`config.mk`:
```
export PLATFORM = sky130hd
export DESIGN_NAME = rotl_pipe
export DESIGN_NICKNAME = d
export VERILOG_FILES = /design/src/rtl/rotl_pkg.sv /design/src/rtl/rotl_stage.sv /design/src/rtl/rotl_pipe.sv
export SDC_FILE = /design/constraint.sdc
export NUM_CORES = 1
export LEC_CHECK = 0
export CAP_MARGIN = 20
export CORE_MARGIN = 1
export CORE_UTILIZATION = 30
export CTS_BUF_LIST = sky130_fd_sc_hd__clkbuf_8
export CTS_CLUSTER_DIAMETER = 150
export DETAILED_ROUTE_END_ITERATION = 8
export PLACE_DENSITY = 0.61
export REMOVE_ABC_BUFFERS = 1
export SYNTH_ARGS = -nofsm -noshare
export SYNTH_HDL_FRONTEND = slang
export SYNTH_SLANG_ARGS = --single-unit
```
`constraint.sdc`:
```
create_clock -name clk -period 1.2 [get_ports clk]
set_input_delay 0.24 -clock clk [delete_from_list [all_inputs] [get_ports clk]]
set_output_delay 0.24 -clock clk [all_outputs]
set_load 0.01 [all_outputs]
```
`src/rtl/rotl_pkg.sv`:
```
// rtl/rotl_pkg.sv - shared helpers for the pipelined rotate-left unit
package rotl_pkg;

    // Widest data word the generic helpers below can handle.
    localparam int MAX_W = 64;

    function automatic int num_stages(input int n);
        return $clog2(n);
    endfunction

    function automatic int amt_width(input int n);
        return $clog2(n) + 1;
    endfunction

    function automatic logic [MAX_W-1:0] rotl(
        input logic [MAX_W-1:0] x,
        input int               k,
        input int               n
    );
        logic [MAX_W-1:0] mask;
        logic [MAX_W-1:0] r;
        int               kk;
        kk   = k % n;
        mask = (n >= MAX_W) ? '1 : ((MAX_W'(1) << n) - MAX_W'(1));
        r    = x & mask;
        if (kk != 0) begin
            r = ((r << kk) | (r >> (n - kk))) & mask;
        end
        return r;
    endfunction

endpackage

```
`src/rtl/rotl_stage.sv`:
```
// rtl/rotl_stage.sv - one registered rotate-left-by-SHIFT stage with valid/ready
module rotl_stage
    import rotl_pkg::*;
#(
    parameter int N     = 8,
    parameter int TAG_W = 4,
    parameter int SHIFT = 1
) (
    input  logic                    clk,
    input  logic                    reset,
    input  logic                    prev_valid,
    input  logic [N-1:0]            prev_data,
    input  logic [$clog2(N):0]      prev_amt,
    input  logic [TAG_W-1:0]        prev_tag,
    input  logic                    next_ready,
    output logic                    ready,
    output logic                    valid,
    output logic [N-1:0]            data,
    output logic [$clog2(N):0]      amt,
    output logic [TAG_W-1:0]        tag
);

    localparam int BIT = $clog2(SHIFT);

    logic [N-1:0] rotated;
    logic         unused_amt;

    // The whole amount word is forwarded; this stage only consumes bit BIT.
    assign unused_amt = ^prev_amt;

    assign ready = ~valid | next_ready;

    always_comb begin
        rotated = prev_data;
        if (prev_amt[BIT]) begin
            rotated = N'(rotl(MAX_W'(prev_data), SHIFT, N));
        end
    end

    always_ff @(posedge clk) begin
        if (reset) begin
            valid <= 1'b0;
            data  <= '0;
            amt   <= '0;
            tag   <= '0;
        end else if (ready) begin
            valid <= prev_valid;
            if (prev_valid) begin
                data <= rotated;
                amt  <= prev_amt;
                tag  <= prev_tag;
            end
        end
    end

endmodule

```
`src/rtl/rotl_pipe.sv`:
```
// rtl/rotl_pipe.sv - pipelined N-bit rotate-left with valid/ready and sideband tag
module rotl_pipe
    import rotl_pkg::*;
#(
    parameter int N     = 8,
    parameter int TAG_W = 4
) (
    input  logic                 clk,
    input  logic                 reset,
    input  logic [N-1:0]         in_data,
    input  logic [$clog2(N):0]   in_amt,
    input  logic [TAG_W-1:0]     in_tag,
    input  logic                 in_valid,
    output logic                 in_ready,
    output logic [N-1:0]         out_data,
    output logic [TAG_W-1:0]     out_tag,
    output logic                 out_valid,
    input  logic                 out_ready
);

    localparam int S = num_stages(N);

    if (N < 2 || (N & (N - 1)) != 0 || N > MAX_W) begin : g_bad_n
        $error("rotl_pipe: N must be a power of 2 between 2 and %0d", MAX_W);
    end

    // Index 0 is the input port; index s+1 is the output of stage s.
    logic                 vld [S+1];
    logic [N-1:0]         dat [S+1];
    logic [$clog2(N):0]   amq [S+1];
    logic [TAG_W-1:0]     tgq [S+1];
    logic                 rdy [S+1];
    logic                 unused_tail;

    assign vld[0] = in_valid;
    assign dat[0] = in_data;
    assign amq[0] = in_amt;
    assign tgq[0] = in_tag;
    assign rdy[S] = out_ready;

    for (genvar s = 0; s < S; s++) begin : g_stage
        rotl_stage #(
            .N     (N),
            .TAG_W (TAG_W),
            .SHIFT (1 << s)
        ) u_stage (
            .clk        (clk),
            .reset      (reset),
            .prev_valid (vld[s]),
            .prev_data  (dat[s]),
            .prev_amt   (amq[s]),
            .prev_tag   (tgq[s]),
            .next_ready (rdy[s+1]),
            .ready      (rdy[s]),
            .valid      (vld[s+1]),
            .data       (dat[s+1]),
            .amt        (amq[s+1]),
            .tag        (tgq[s+1])
        );
    end

    assign unused_tail = ^amq[S];

    assign in_ready  = rdy[0];
    assign out_valid = vld[S];
    assign out_data  = dat[S];
    assign out_tag   = tgq[S];

    // A stalled output must not change until the consumer takes it.
    a_hold_stable: assert property (@(posedge clk) disable iff (reset)
        (out_valid && !out_ready) |=> (out_valid && $stable(out_data) && $stable(out_tag)));

endmodule

```
==> flow_summary.ini <==
[run_status]
status = completed

[place]
gp_congestion = 0.741
hpwl_um = 2760
io_buffers = 32

[clocking]
clk_path_buf_depth = 2
clock_latency_ns = 0.29
root_buffer = clkbuf_8
cts_tree = yes
ctsHtreeMaxLevel = 2
clock_sinks = 42
clk_pin_slew_ns = 0.07
hold_buffers = 0
tritoncts.num_buffers = 5

[power_and_ir_drop]
comb_power_share = 0.141
internal_power_uw = 2280
p_per_area_nw_per_um2 = 1170
switchingPower_uw = 693
seqPwrFrac = 0.509
ir_drop_mv = 0.531
p_total_uw = 2970
power.share.clock = 0.350
p_sw_frac = 0.233
leakagePower_uw = 0.000980

[sta]
rsz0062_at_grt = true
tns_ns = 0
relSlewSlack = 0.852
period_needed_ns = 1.18
worst_pin_slew_ns = 0.216
hold_violations = 0
finClkSkew_ns = 0.00422
period_share = 0.984
whs_ns = 0.473
clock.fmax_ghz = 0.847
setup_violations = 0
report.final.slew_viol_count = 0

[detailed_routing]
num_vias = 1471
routedWlPerCell_um = 12.6
viasPerCell = 4.82
wirelength_um = 3840
first_iter_violations = 77
drc_errors = 0
drt_pass1_iterations = 4
postRouteAntennaNets = 0

[synthesis]
synth_top_family_by_area = compound AO/OA/AOI/OAI gates
yosysMostFrequentCell = dfxtp_1
synthMuxAreaShare = 0.152
synth_edf_count = 0
synth.ff_latch_count = 42
synth_compound_area_frac = 0.224
synthCells = 193
synth_top_flop_cell = dfxtp_1
synth_area_um2 = 1920
ys.warnings.count = 0
synthTopCellsByCount = dfxtp_1 (42), a21oi_1 (32), mux2i_1 (29)
synth_adder_area_share = 0
ys_top_cells_by_area = dfxtp_1 (44%), mux2i_1 (15%), a21oi_1 (8.4%)
synthSimpleGateAreaFrac = 0.101
synth_xor_xnor_area_share = 0
async_flop_share = 0
synth_top_cell_by_area = dfxtp_1
syn_avg_cell_area_um2 = 9.93
synth_top_area_share = 0.439
synthDistinctLibCells = 24
seq_area_frac_synth = 0.439

[worst_hold_path]
hold_class = reg2reg
min_path_cells = 2
min_to = g_stage[2].u_stage.tag[3]
hp-start = g_stage[2].u_stage.tag[3]

[critical_path]
worstSetupPathType = reg2out
r2r_setup_slack_ns = 0.02
cp-start-kind = flop
critPathCaptureType = output pin
cp_data_required_time_ns = 0.96
reg2reg_to = g_stage[1].u_stage.tag[1]
crit_fanout = 3
reg2reg_depth = 4
startpoint = g_stage[1].u_stage.valid
crit_arrival_ns = 0.94
r2r-start = g_stage[2].u_stage.valid

[global_routing]
grt_max_degree = 26
overflow = 0
grt.total_usage = 0.129
grt_pass1_vias = 1442
antenna_found_initial = 0
grt_pass1_wl_um = 6720

[floorplanning]
num_rows = 28
design.core.area_um2 = 6030
die_y_um = 81.9
io-pin-count = 34
die_area_um2 = 6710
die_w_um = 81.9
initial_utilization = 0.318

[cells_and_area]
area_growth_pct = 32.1
drive_gt1_frac = 0.213
final_nets = 249
antennaDiodeCount = 0

[flow_run]
max_cap_viol_count = 0
==> worst max-delay path, stage by stage (launching register included) <==
cell	delay, ns
dfxtp_4	0.37
nand4b_4	0.12
buf_2	0.17
==> sequential cells by signal, indices dropped and copies added, names as in the netlist <==
register / count
g_stage.u_stage.amt: 3
g_stage.u_stage.data: 24
g_stage.u_stage.tag: 12
g_stage.u_stage.valid: 3
==> metal layers <==
layer	vias up	global-route usage	wire length [um]
met4	0	0.0368	16
li1	770	-	-
met1	663	0.167	1940
met5	-	0	0
met3	2	0.0378	153
met2	36	0.206	1720
==> power by group through the flow <==
stage	combinational, uW	clock (uW)	sequential, uW
2_1_floorplan	173	0	1560
3_3_place_gp	419	0	1550
3_5_place_dp	423	0	1550
4_1_cts	412	1070	1510
5_1_grt	461	1140	1520
6_report	419	1040	1510
==> how the worst max path moves through the flow <==
| stage | slack [ns] | endpoint | cells after the start |
|---|---|---|---|
| finish | 0.02 | in_ready | 2 |
| floorplan | -0.20 | g_stage[0].u_stage.data[1] | 3 |
| global placement | -0.55 | in_ready | 3 |
| global route | -0.04 | g_stage[1].u_stage.tag[1] | 5 |
| CTS | -0.0006 | in_ready | 2 |
| detailed placement | -0.56 | in_ready | 3 |
==> cell families (layout without fill, tap and decap cells) <==
kind of cell    count (synthesis)  in the layout
buf+inv                        28             64
mux                            29             29
compound gates                 67             67
flops                          42             42
simple gates                   27             28
==> area by class of cell <==
cell class                 count  area [um2]
timing repair buffer          53         522
inverter                       3        11.3
fill                         607        3500
sequential                    42         850
multi-input combinational    124         943
clock buffer                   8         110
tap                           75        93.8
==> layout by cell type, fill, tap and decap left out <==
| cell | Yosys | final |
|---|---|---|
| buf_4 | 9 | 14 |
| nand3b_1 | 1 | 1 |
| a211oi_1 | 19 | 17 |
| dfxtp_2 | 0 | 1 |
| buf_2 | 4 | 2 |
| dfxtp_1 | 42 | 39 |
| dfxtp_4 | 0 | 2 |
| o21ai_0 | 9 | 8 |
| nand2_1 | 1 | 1 |
| buf_6 | 2 | 2 |
| a21bo_2 | 1 | 1 |
| buf_12 | 0 | 5 |
| nor2_4 | 0 | 1 |
| clkdlybuf4s50_1 | 0 | 17 |
| dlygate4sd2_1 | 0 | 13 |
| a21oi_2 | 1 | 2 |
| nand3_1 | 5 | 5 |
| and2_4 | 1 | 2 |
| nand4b_4 | 1 | 1 |
| nand2b_1 | 11 | 11 |
| nand4b_1 | 5 | 5 |
| and2b_2 | 0 | 1 |
| mux2i_1 | 29 | 29 |
| o21ai_1 | 0 | 1 |
| clkbuf_8 | 0 | 8 |
| a211oi_2 | 5 | 7 |
| a21oi_1 | 32 | 31 |
| inv_1 | 3 | 3 |
==> metrics by stage <==
step,area [um2],utilization,worst slack [ns],instances
finish,2530,0.420,0.0190,305
global route,2530,0.420,-0.0382,305
CTS,2490,0.414,-0.000599,304
detailed placement,2400,0.398,-0.557,296
global placement,2400,0.398,-0.546,296
floorplan,1760,-,-0.204,168
==> what timing repair did <==
action                                  CTS  global route
cloned                                    0             1
endpoints found under the setup margin   47            23
pin swaps                                 0             4
gates resized for setup                  27             9
setup buffers                             0             0
Power figures use the tool's default switching activity.
